`config.mk`:
```
export PLATFORM = sky130hd
export DESIGN_NAME = arb_requester_flat
export DESIGN_NICKNAME = d
export VERILOG_FILES = /design/src/rtl/arb_requester_if.sv /design/src/rtl/arb_requester.sv /design/src/flat_wrapper.sv
export SDC_FILE = /design/constraint.sdc
export NUM_CORES = 1
export LEC_CHECK = 0
export BUFFER_PORTS_ARGS = -buffer_cell sky130_fd_sc_hd__buf_2
export CORE_MARGIN = 2
export CORE_UTILIZATION = 52
export CTS_CLUSTER_DIAMETER = 200
export DETAILED_ROUTE_END_ITERATION = 10
export PLACE_DENSITY = 0.73
export RECOVER_POWER = 100
export SYNTH_ARGS = -nofsm -noshare
export SYNTH_HDL_FRONTEND = slang
export SYNTH_SLANG_ARGS = --single-unit
```
`constraint.sdc`:
```
create_clock -name clk -period 2.1 [get_ports clk]
set_clock_uncertainty 0.15 [all_clocks]
set_input_delay 0.105 -clock clk [delete_from_list [all_inputs] [get_ports clk]]
set_output_delay 0.105 -clock clk [all_outputs]
set_load 0.01 [all_outputs]
```
`src/rtl/arb_requester_if.sv`:
```
// Handshake bundle between an arb_requester and its client/arbiter side.
// slave is the requester's view; master is the driving side.
interface arb_requester_if;
    logic start;
    logic gnt;
    logic req;
    logic busy;
    logic active;
    logic done;
    logic timeout;
    logic abort;

    modport master (
        output start,
        output gnt,
        input  req,
        input  busy,
        input  active,
        input  done,
        input  timeout,
        input  abort
    );

    modport slave (
        input  start,
        input  gnt,
        output req,
        output busy,
        output active,
        output done,
        output timeout,
        output abort
    );
endinterface

```
`src/rtl/arb_requester.sv`:
```
// Client-side front end for a two-way round-robin arbiter: request, wait for grant,
// own the resource for BURST_LEN cycles, then release with a one-cycle req gap.
module arb_requester #(
    parameter int unsigned BURST_LEN = 4,
    parameter int unsigned TIMEOUT   = 16
) (
    input  logic           clk,
    input  logic           rst,
    arb_requester_if.slave bus
);

    typedef enum logic [1:0] {StIdle, StReq, StOwn, StRel} state_e;

    localparam logic [7:0] BurstLast = 8'(BURST_LEN - 1);
    localparam logic [7:0] WaitLast  = 8'(TIMEOUT - 1);
    localparam bit         TimeoutEn = (TIMEOUT != 0);

    state_e     state_q, state_d;
    logic [7:0] wait_cnt_q, wait_cnt_d;
    logic [7:0] own_cnt_q, own_cnt_d;
    logic       req_q, req_d;
    logic       busy_q, busy_d;
    logic       active_q, active_d;
    logic       done_q, done_d;
    logic       timeout_q, timeout_d;
    logic       abort_q, abort_d;

    always_comb begin
        state_d    = state_q;
        wait_cnt_d = wait_cnt_q;
        own_cnt_d  = own_cnt_q;
        timeout_d  = 1'b0;
        abort_d    = 1'b0;

        case (state_q)
            StIdle: begin
                if (bus.start) begin
                    state_d    = StReq;
                    wait_cnt_d = '0;
                end
            end
            StReq: begin
                // A grant on the final wait edge beats the timeout.
                if (bus.gnt) begin
                    state_d   = StOwn;
                    own_cnt_d = BurstLast;
                end else if (TimeoutEn && (wait_cnt_q == WaitLast)) begin
                    state_d   = StIdle;
                    timeout_d = 1'b1;
                end else if (wait_cnt_q != 8'hFF) begin
                    wait_cnt_d = wait_cnt_q + 8'd1;
                end
            end
            StOwn: begin
                if (!bus.gnt) begin
                    state_d = StIdle;
                    abort_d = 1'b1;
                end else if (own_cnt_q == 8'd0) begin
                    state_d = StRel;
                end else begin
                    own_cnt_d = own_cnt_q - 8'd1;
                end
            end
            StRel: begin
                state_d = StIdle;
            end
            default: begin
                state_d = StIdle;
            end
        endcase

        // Outputs are registered copies of the next-state decode.
        req_d    = (state_d == StReq) || (state_d == StOwn);
        busy_d   = (state_d != StIdle);
        active_d = (state_d == StOwn);
        done_d   = (state_d == StRel);
    end

    always_ff @(posedge clk or posedge rst) begin
        if (rst) begin
            state_q    <= StIdle;
            wait_cnt_q <= '0;
            own_cnt_q  <= '0;
            req_q      <= 1'b0;
            busy_q     <= 1'b0;
            active_q   <= 1'b0;
            done_q     <= 1'b0;
            timeout_q  <= 1'b0;
            abort_q    <= 1'b0;
        end else begin
            state_q    <= state_d;
            wait_cnt_q <= wait_cnt_d;
            own_cnt_q  <= own_cnt_d;
            req_q      <= req_d;
            busy_q     <= busy_d;
            active_q   <= active_d;
            done_q     <= done_d;
            timeout_q  <= timeout_d;
            abort_q    <= abort_d;
        end
    end

    assign bus.req     = req_q;
    assign bus.busy    = busy_q;
    assign bus.active  = active_q;
    assign bus.done    = done_q;
    assign bus.timeout = timeout_q;
    assign bus.abort   = abort_q;

endmodule

```
`src/flat_wrapper.sv`:
```
// flat-port wrapper written by rule: the top's interface ports become plain ports
module arb_requester_flat 
#(
    parameter int unsigned BURST_LEN = 4,
    parameter int unsigned TIMEOUT   = 16
)
  (clk, rst, bus_start, bus_gnt, bus_req, bus_busy, bus_active, bus_done, bus_timeout, bus_abort);
  arb_requester_if bus_i ();
  input  logic clk;
  input  logic rst;
  input wire logic [$bits(bus_i.start)-1:0] bus_start;
  input wire logic [$bits(bus_i.gnt)-1:0] bus_gnt;
  output wire logic [$bits(bus_i.req)-1:0] bus_req;
  output wire logic [$bits(bus_i.busy)-1:0] bus_busy;
  output wire logic [$bits(bus_i.active)-1:0] bus_active;
  output wire logic [$bits(bus_i.done)-1:0] bus_done;
  output wire logic [$bits(bus_i.timeout)-1:0] bus_timeout;
  output wire logic [$bits(bus_i.abort)-1:0] bus_abort;
  assign bus_i.start = bus_start;
  assign bus_i.gnt = bus_gnt;
  assign bus_req = bus_i.req;
  assign bus_busy = bus_i.busy;
  assign bus_active = bus_i.active;
  assign bus_done = bus_i.done;
  assign bus_timeout = bus_i.timeout;
  assign bus_abort = bus_i.abort;
  arb_requester #(.BURST_LEN(BURST_LEN), .TIMEOUT(TIMEOUT)) u_core (.clk(clk), .rst(rst), .bus(bus_i));
endmodule
```
== After elaboration in Yosys (flattened, before gate mapping) ==
Index checks and enable logic that the tools add are counted.
Cells by class
  $mul: 0
  reduce and logical (&&, ||, !) cells: 8
  mux-type cells: 20
  equal/unequal tests: 15
  bitwise gates (word level): 0
  order comparisons: 0
  shift operators: 0
  div/mod/pow operators: 0
  $add $sub $neg: 2
Operator list (count)
  2-to-1 mux 8 bit: 7
  one-hot mux 8 bit (2 select lines): 2
  inequality test 2 bit, second input constant: 6
  2-to-1 mux 2 bit: 5
  adder 8 x 1 -> 8 bit, second input constant: 1
  == test 2 bit, second input constant: 4
  == test 8 x 4 -> 1 bit, second input constant: 1
  logical NOT 8 bit: 1
  inequality test 8 bit, second input constant: 1
  one-hot mux 2 bit (4 select lines): 1
  subtractor 8 x 1 -> 8 bit, second input constant: 1
  nonzero test 2 bit: 3
  2-to-1 mux 1 bit: 5
  AND reduction 5 bit: 1
  == test 2 x 1 -> 1 bit, second input constant: 2
  AND reduction 4 bit: 1
  logical NOT 2 bit: 1
  inequality test 2 x 1 -> 1 bit, second input constant: 1
  logical OR 1 bit: 1
Word-level totals
  ROM bits: 0
  memories: 0
  output and inout port bits: 6
  memory bits (writable): 0
  input port bits: 4
  register bits after elaboration: 24
  word-level logic and storage cells: 54
  bits in latches: 0

== Logic depth before layout (Yosys ltp) ==
Gate-level depths: netlist (run 1).
  depth after elaboration: 6
  gate-level depth with buffers: 9
  mapped depth without buffers: 8

== Least setup slack after synthesis (run 1) ==
Ideal clock, no wire load.
  kind: register -> register
  from: reg u_core.own_cnt_q[0]
  to: reg u_core.req_q (netlist: u_core.bus.req)
  buffers on the path: 1
  setup time: 113 ps
  required time: 1837 ps
  stages on the path, launching flop included: 10
  data arrival time: 1936 ps
  slack: -99 ps
  path through: dfrtp_1 > inv_1 > ha_1 > or4b_1 > buf_2 > nor2_1 > a31oi_1 > o21a_1 > ha_1 > inv_1
Between the ends
  longest elaborated chain between the ends: 6
  elaborated cells on any way between the ends: 7
  classes of those cells: eq/ne: 2; mux: 3; reduce/logical: 2
RTL lines
  start: declaration: line arb_requester.sv:20  | logic [7:0] own_cnt_q, own_cnt_d;
  start signal: assignment: line arb_requester.sv:93  | own_cnt_q <= own_cnt_d;
  logical NOT 8 bit *: line arb_requester.sv:58  | end else if (own_cnt_q == 8'd0) begin
  2-to-1 mux 2 bit *: line arb_requester.sv:58
  2-to-1 mux 2 bit *: line arb_requester.sv:55  | if (!bus.gnt) begin
  one-hot mux 2 bit (4 select lines) *: line arb_requester.sv:35  | case (state_q)
  == test 2 x 1 -> 1 bit / == test 2 bit (equally long branches): line arb_requester.sv:73  | req_d = (state_d == StReq) || (state_d == StOwn);
  logical OR 1 bit *: line arb_requester.sv:73
  net u_core.req_d: line arb_requester.sv:21  | logic req_q, req_d;
  end signal: assignment: line arb_requester.sv:94  | req_q <= req_d;
  end: declaration: line arb_requester.sv:21
The timed path passes the listed nets; every way through them passes the cells marked *.
A chain may end at the register's enable or synchronous reset.

== Worst setup path after layout (run 1) ==
Ends and elaborated chain as after synthesis.

==> reports/results.ini, run 1 <==
[drt]
route.detailed.drc=0
initialDrtViolationCount=5
routed_wire_length_per_instance_um=14.0
vias=1072
ant_nets_after_route=0
firstDrtPassIters=4
post_drt_via_cell_ratio=5.83
postRouteWirelength_um=2570

[placed_design]
place_hpwl_um=1860
port-buffer-count=9
finalWeightedCongestion=0.797
numPlacedInstances=176
pre_cts_ws_ps=2.24

[die]
design.die.area_mm2=0.00298
fp.coreArea_mm2=0.00245
placement_rows=18
io_pins=10
die_h_um=54.6
initial_utilization_pct=54.2
die_w_um=54.6

[power]
netSwitchingFraction_pct=40.2
power.share.clock_pct=11.8
share_seq_of_total_power_pct=44.5
irDropWorstVdd_uv=721
cellPowerDensity_mw_per_mm2=1080
total_power_uw=1630
power_leakage_uw=0.000742
internal_power_uw=974
power.combinational.fraction_pct=43.7
p_switching_uw=654

[clocking]
clock_sinks=24
worst_setup_hold_path_clk_slew_ps=120
longest_clk_path_bufs=2
cts_root_buf=sky130_fd_sc_hd__clkbuf_4
number_of_cts_inserted_buffers=3
tritoncts_clock_tree=done
cts_htree_levels=1
worstSkewPairLatency_ps=300

[synthesis]
syn_inst=135
synth.lib_cells_used.distinct=47
netlist_area_mm2=0.00133
number_of_warning_messages_in_the_yosys_log=0
post_synth_edffs=0
yosys-top-cells-count=sky130_fd_sc_hd__dfrtp_1, sky130_fd_sc_hd__nor2_1, sky130_fd_sc_hd__inv_1
synthArstFlopShare_pct=100
synth_area_per_cell_um2=9.85
yosys-top-cells-area=sky130_fd_sc_hd__dfrtp_1, sky130_fd_sc_hd__ha_1, sky130_fd_sc_hd__nor2_1, sky130_fd_sc_hd__inv_1, sky130_fd_sc_hd__o21ai_0
synth_top_area_share_pct=45.2
synth-main-ff-cell=sky130_fd_sc_hd__dfrtp_1
synth_top_cell_by_area=sky130_fd_sc_hd__dfrtp_1
synth.net_count=144
postSynthRegisterBits=24
sequential_area_share_after_synthesis_pct=45.2
yosys.cell_count.top_type=sky130_fd_sc_hd__dfrtp_1

[run_status]
failed_checks=negative setup slack
status=finished with violations

[setup_path]
worstPathRequired_ps=2170
critical-path-top-cell-by-count=sky130_fd_sc_hd__inv_1
path_cells=inv_1, ha_2, or4b_4, nor2_4, a31oi_1, o21a_1, ha_1, inv_1
timing.critical_path.max_delay_family=simple AND/OR/NAND/NOR gates
path_max_fanout=2
register_to_register_setup_slack_ps=-3
timing.rr.start=u_core.own_cnt_q[0]$_DFFE_PP0P_
slowest_delay_ps=490
critical_path_buf_inv_count=2
critical-path-slowest-cell=sky130_fd_sc_hd__or4b_4
timing.critical_path.from_type=register
worst_ep_arrival_time_ps=2170
path_class=register to register
cp-startpoint=u_core.own_cnt_q[0]$_DFFE_PP0P_
worstSetupEndpointType=register

[sta]
grt_setup_unrepaired=yes
setup_viol_count_final=1
timing_worst_slew_pin_value_ps=1310
fin_worst_hold_slack_ps=150
finalWorstPathRequiredPeriod_ps=2100
slew-limit-headroom_pct=12.5
fmax_ghz=0.475
fin_ws_ps=-3.47
drv_slew=0
hold_viol=0
post-route-period-util_pct=100

[global_routing]
gr-total-overflow=0
grt.met1_usage_pct=25.0
first_global_vias=1002
met3_usage_pct=2.46
globalRouteMet2Util_pct=36.7
grt_pass1_wl_um=4310
initial_antenna_violation_count=0
gr-usage-all-layers_pct=20.3
globalRoute.busiestLayer=met2
grt_start_max_net_pins=25

[worst_hold_path]
hp-start=bus_start
min-delay-path-class=input port to register

[finish]
num_antenna_cells=0
area_delta_synth_final_pct=13.3
layout.nets=165
fraction_of_layout_cells_with_a_size_suffix_above_1_pct=15.6
final-instance-count-excl-fill=184
finalCoreUtilization_pct=61.4

[run]
number_of_violations_of_the_max_capacitance_limit=0

-- cell type report --
| cell class | count | area (µm²) |
|---|---|---|
| tap | 30 | 37.5 |
| multi-input combinational | 95 | 676 |
| fill | 214 | 948 |
| clock buffer | 3 | 22.5 |
| timing repair buffer | 22 | 133 |
| sequential | 24 | 601 |
| inverter | 10 | 37.5 |
-- power groups by stage --
stage	combinational, µW	clock, µW	sequential [µW]
finish	711	193	725
global route	797	221	745
CTS	697	204	722
detailed placement	692	0	730
global placement	678	0	724
floorplan	527	0	703
-- repair_timing --
item / 4_1_cts / 5_1_grt
buffers inserted: 0 / 3
pin swaps: 1 / 3
endpoints found under the setup margin: 1 / 6
gates resized for setup: 0 / 1
hold buffers: 2 / 0
endpoints found under the hold margin: 26 / 0
-- layout by cell type, fill, tap and decap left out, types with 3 or more instances in the layout --
cell type and n:
sky130_fd_sc_hd__a21o_1 3, sky130_fd_sc_hd__a21oi_1 5, sky130_fd_sc_hd__buf_2 3, sky130_fd_sc_hd__buf_4 9
sky130_fd_sc_hd__clkbuf_1 8, sky130_fd_sc_hd__clkbuf_4 3, sky130_fd_sc_hd__dfrtp_1 24, sky130_fd_sc_hd__ha_1 4
sky130_fd_sc_hd__inv_1 10, sky130_fd_sc_hd__nand2_1 8, sky130_fd_sc_hd__nand2b_1 4, sky130_fd_sc_hd__nand3_1 3
sky130_fd_sc_hd__nor2_1 10, sky130_fd_sc_hd__nor3_1 4, sky130_fd_sc_hd__o211ai_1 3, sky130_fd_sc_hd__o21ai_0 6
sky130_fd_sc_hd__o311ai_0 3, sky130_fd_sc_hd__xor2_1 3
-- layer usage --
layer  wire length, µm  vias to the layer above
li1                  -                      535
met1              1200                      526
met2              1310                        9
met3                46                        2
met4                13                        0
met5                 0                        -
-- worst paths after layout --
path,cells past startpoint,to
max,8,u_core.bus.req$_DFF_PP0_
min,5,u_core.wait_cnt_q[5]$_DFFE_PP0P_
max reg2reg,8,u_core.bus.req$_DFF_PP0_
min reg2reg,1,u_core.own_cnt_q[4]$_DFFE_PP0P_
max in group asynchronous,4,u_core.own_cnt_q[6]$_DFFE_PP0P_
min in group asynchronous,4,u_core.state_q[1]$_DFF_PP0_
-- cells by family (layout without fill, tap and decap cells) --
family          Yosys count  in the layout  share of synthesized area [%]
fa+ha+maj                 5              5                           4.70
compound gates           40             40                           21.9
buf+inv                  16             35                           5.74
xor+xnor                  3              3                           1.98
flops                    24             24                           45.2
simple gates             47             47                           20.5
-- registers in the layout, summed over array words and instances (netlist names) --
| signal | count |
|---|---|
| u_core.own_cnt_q | 8 |
| u_core.wait_cnt_q | 8 |
| u_core.state_q | 2 |
| u_core.bus.abort | 1 |
| u_core.bus.active | 1 |
| u_core.bus.busy | 1 |
| u_core.bus.done | 1 |
| u_core.bus.req | 1 |
| u_core.bus.timeout | 1 |
-- metrics by stage --
step / setup TNS [ps] / cell area, µm²
final: -3.47 / 1510
after global routing: -98.6 / 1510
after CTS: -7.36 / 1490
after detailed placement: 0 / 1450
after global placement: 0 / 1450
after floorplan: -52.2 / 1350
-- worst register-to-register path: stages (launching register included) --
cell	delay, ps
sky130_fd_sc_hd__dfrtp_1	400
sky130_fd_sc_hd__inv_1	60
sky130_fd_sc_hd__ha_2	160
sky130_fd_sc_hd__or4b_4	490
sky130_fd_sc_hd__nor2_4	130
sky130_fd_sc_hd__a31oi_1	100
sky130_fd_sc_hd__o21a_1	220
sky130_fd_sc_hd__ha_1	280
sky130_fd_sc_hd__inv_1	30
(Power assumes the default switching activity.)
==> run 2: changes to the inputs <==
--- a/config.mk
+++ b/config.mk
@@ -10,7 +10,7 @@
 export CORE_UTILIZATION = 52
 export CTS_CLUSTER_DIAMETER = 200
 export DETAILED_ROUTE_END_ITERATION = 10
-export PLACE_DENSITY = 0.73
+export PLACE_DENSITY = 0.81
 export RECOVER_POWER = 100
 export SYNTH_ARGS = -nofsm -noshare
 export SYNTH_HDL_FRONTEND = slang
==> run 2 against run 1 <==
  * The flow still finishes with violations (negative setup slack)
  * Clock power is 72% higher
  * Largest power group is now combinational logic
  * Count of clock-buffer cells in the layout stayed put
  * Global-route usage is 1.6 points higher
  * Hold slack worse by 19 ps
  * Die area stayed put
  * Final area is 2.2% higher
  * Power is 10% higher
  * Largest cell class unchanged
==> reports/results.ini, run 2 (synthesis gave the netlist of run 1 again) <==
[sta]
hold_viol=0  ; unchanged
grt_setup_unrepaired=yes  ; unchanged
slew-limit-headroom_pct=12.9  ; was 12.5%
setup_viol_count_final=2  ; was 1
fmax_ghz=0.461  ; was 0.475 GHz
drv_slew=0  ; unchanged
finalWorstPathRequiredPeriod_ps=2170  ; was 2100 ps
fin_ws_ps=-71.0  ; was -3.47 ps
timing_worst_slew_pin_value_ps=1310  ; about the same
post-route-period-util_pct=103  ; was 100%

[run_status]
status=finished with violations  ; unchanged
failed_checks=negative setup slack  ; unchanged

[die]
die_w_um=54.6  ; unchanged
initial_utilization_pct=54.2  ; unchanged
die_h_um=54.6  ; unchanged
fp.coreArea_mm2=0.00245  ; unchanged
io_pins=10  ; unchanged
design.die.area_mm2=0.00298  ; unchanged
placement_rows=18  ; unchanged

[power]
cellPowerDensity_mw_per_mm2=1170  ; was 1080 mW/mm²
irDropWorstVdd_uv=779  ; was 721 µV
total_power_uw=1800  ; was 1630 µW
power_leakage_uw=0.000752  ; was 0.000742 µW

[global_routing]
initial_antenna_violation_count=0  ; unchanged
gr-usage-all-layers_pct=21.9  ; was 20.3%
grt_start_max_net_pins=25  ; unchanged
gr-total-overflow=0  ; unchanged
first_global_vias=1056  ; was 1002
grt_pass1_wl_um=4680  ; was 4310 µm

[setup_path]
worstSetupPathDepth=8  ; unchanged
path_class=register to register  ; unchanged
worstPathRequired_ps=2180  ; was 2170 ps
timing.critical_path.from_type=register  ; unchanged
critical_path_buf_inv_count=2  ; unchanged
critical_path.endpoint=u_core.bus.req$_DFF_PP0_  ; unchanged
timing.rr.start=u_core.own_cnt_q[0]$_DFFE_PP0P_  ; unchanged
cp-startpoint=u_core.own_cnt_q[0]$_DFFE_PP0P_  ; unchanged
ff2ff_path_depth=8  ; unchanged
register_to_register_setup_slack_ps=-70  ; was -3 ps
path_cells=inv_1, ha_2, or4b_4, nor2_4, a31oi_2, o21a_1, ha_1, inv_1  ; was inv_1, ha_2, or4b_4, nor2_4, a31oi_1, o21a_1, ha_1, inv_1
critical-path-top-cell-by-count=sky130_fd_sc_hd__inv_1  ; unchanged
worst_ep_arrival_time_ps=2250  ; was 2170 ps
worst_r2r_endpoint=u_core.bus.req$_DFF_PP0_  ; unchanged
slowest_delay_ps=490  ; about the same
timing.critical_path.max_delay_family=simple AND/OR/NAND/NOR gates  ; unchanged
path_max_fanout=3  ; was 2
worstSetupEndpointType=register  ; unchanged
critical-path-slowest-cell=sky130_fd_sc_hd__or4b_4  ; unchanged

[drt]
route.detailed.drc=0  ; unchanged
vias=1117  ; was 1072
post_drt_via_cell_ratio=6.04  ; was 5.83
postRouteWirelength_um=2880  ; was 2570 µm
routed_wire_length_per_instance_um=15.5  ; was 14.0 µm
initialDrtViolationCount=38  ; was 5
firstDrtPassIters=4  ; unchanged
ant_nets_after_route=0  ; unchanged

[run]
number_of_violations_of_the_max_capacitance_limit=0  ; unchanged

[placed_design]
pre_cts_ws_ps=-42.6  ; was 2.24 ps
port-buffer-count=9  ; unchanged
place_hpwl_um=2080  ; was 1860 µm
finalWeightedCongestion=0.803  ; was 0.797

[finish]
layout.nets=165  ; unchanged
fraction_of_layout_cells_with_a_size_suffix_above_1_pct=16.1  ; was 15.6%
largestRegisters=u_core.own_cnt_q: 8 flops, u_core.wait_cnt_q: 8 flops, u_core.state_q: 2 flops  ; unchanged
leading_cell_type_in_the_layout_fill_and_taps_excluded=sky130_fd_sc_hd__dfrtp_1  ; unchanged
final_cell_mix=sky130_fd_sc_hd__dfrtp_1, sky130_fd_sc_hd__inv_1, sky130_fd_sc_hd__nor2_1  ; unchanged
area_delta_synth_final_pct=15.7  ; was 13.3%
num_antenna_cells=0  ; unchanged

[clocking]
cts_root_buf=sky130_fd_sc_hd__clkbuf_4  ; unchanged
worst_setup_hold_path_clk_slew_ps=140  ; was 120 ps
tritoncts_clock_tree=done  ; unchanged
cts_htree_levels=1  ; unchanged
worstSkewPairLatency_ps=310  ; was 300 ps
longest_clk_path_bufs=2  ; unchanged
number_of_cts_inserted_buffers=3  ; unchanged
clock_sinks=24  ; unchanged

[worst_hold_path]
hp-start=bus_gnt  ; was bus_start
min-delay-path-class=input port to register  ; unchanged

## run 2: cell count changes in the layout (fill, tap and decap cells not counted)
cell                        previous run  this run
sky130_fd_sc_hd__bufinv_16             0         1
sky130_fd_sc_hd__a31oi_2               0         1
sky130_fd_sc_hd__o311ai_0              3         1
sky130_fd_sc_hd__o311ai_1              0         2
sky130_fd_sc_hd__clkbuf_1              8         9
sky130_fd_sc_hd__a31oi_1               1         0
sky130_fd_sc_hd__buf_4                 9         8
## run 2: how the worst min path moves through the flow
stage                                       to  cells past startpoint
2_1_floorplan       u_core.bus.abort$_DFF_PP0_                      1
3_3_place_gp        u_core.bus.abort$_DFF_PP0_                      3
3_5_place_dp         u_core.bus.busy$_DFF_PP0_                      3
4_1_cts        u_core.own_cnt_q[1]$_DFFE_PP0P_                      3
5_1_grt        u_core.own_cnt_q[1]$_DFFE_PP0P_                      3
6_report       u_core.own_cnt_q[1]$_DFFE_PP0P_                      3
## run 2: final cells by class
| type | count | area, µm² |
|---|---|---|
| multi-input combinational | 95 | 682 |
| inverter | 10 | 37.5 |
| sequential | 24 | 601 |
| clock inverter | 1 | 30.0 |
| fill | 206 | 916 |
| clock buffer | 3 | 22.5 |
| tap | 30 | 37.5 |
| timing repair buffer | 22 | 129 |
## run 2: layer usage
| metal | routed length, µm | GRT usage, % | vias to the layer above |
|---|---|---|---|
| li1 | - | - | 536 |
| met1 | 1300 | 27.7 | 563 |
| met2 | 1490 | 38.4 | 16 |
| met3 | 62 | 2.46 | 2 |
| met4 | 19 | 7.50 | 0 |
| met5 | 0 | 0 | - |
## run 2: repair_timing
item	CTS	global route
setup endpoints to repair	3	11
gates resized for setup	0	5
hold endpoints to repair	26	0
cloned	0	0
setup buffers	1	1
hold buffers	2	0
pin swaps	1	4
## run 2: stage by stage
stage	area [µm²]	utilization, %	std cells	TNS (ps)	hold slack (ps)
2_1_floorplan	1350	-	135	-52.2	-30.4
3_3_place_gp	1460	59.3	177	0	6.79
3_5_place_dp	1460	59.3	177	-42.6	24.9
4_1_cts	1540	62.5	184	-81.4	105
5_1_grt	1540	62.7	185	-432	119
6_report	1540	62.7	185	-75.9	131
## run 2: worst min-delay path: stages
cell and delay [ps]:
sky130_fd_sc_hd__buf_2 180, sky130_fd_sc_hd__a21boi_0 150, sky130_fd_sc_hd__a2bb2oi_1 130
## run 2: report_power, final
part           switching [µW]  internal, µW  leakage [µW]
Combinational             431           317      0.000406
Sequential                127           590      0.000318
Clock                     139           193     0.0000279
Total                     697          1100      0.000752
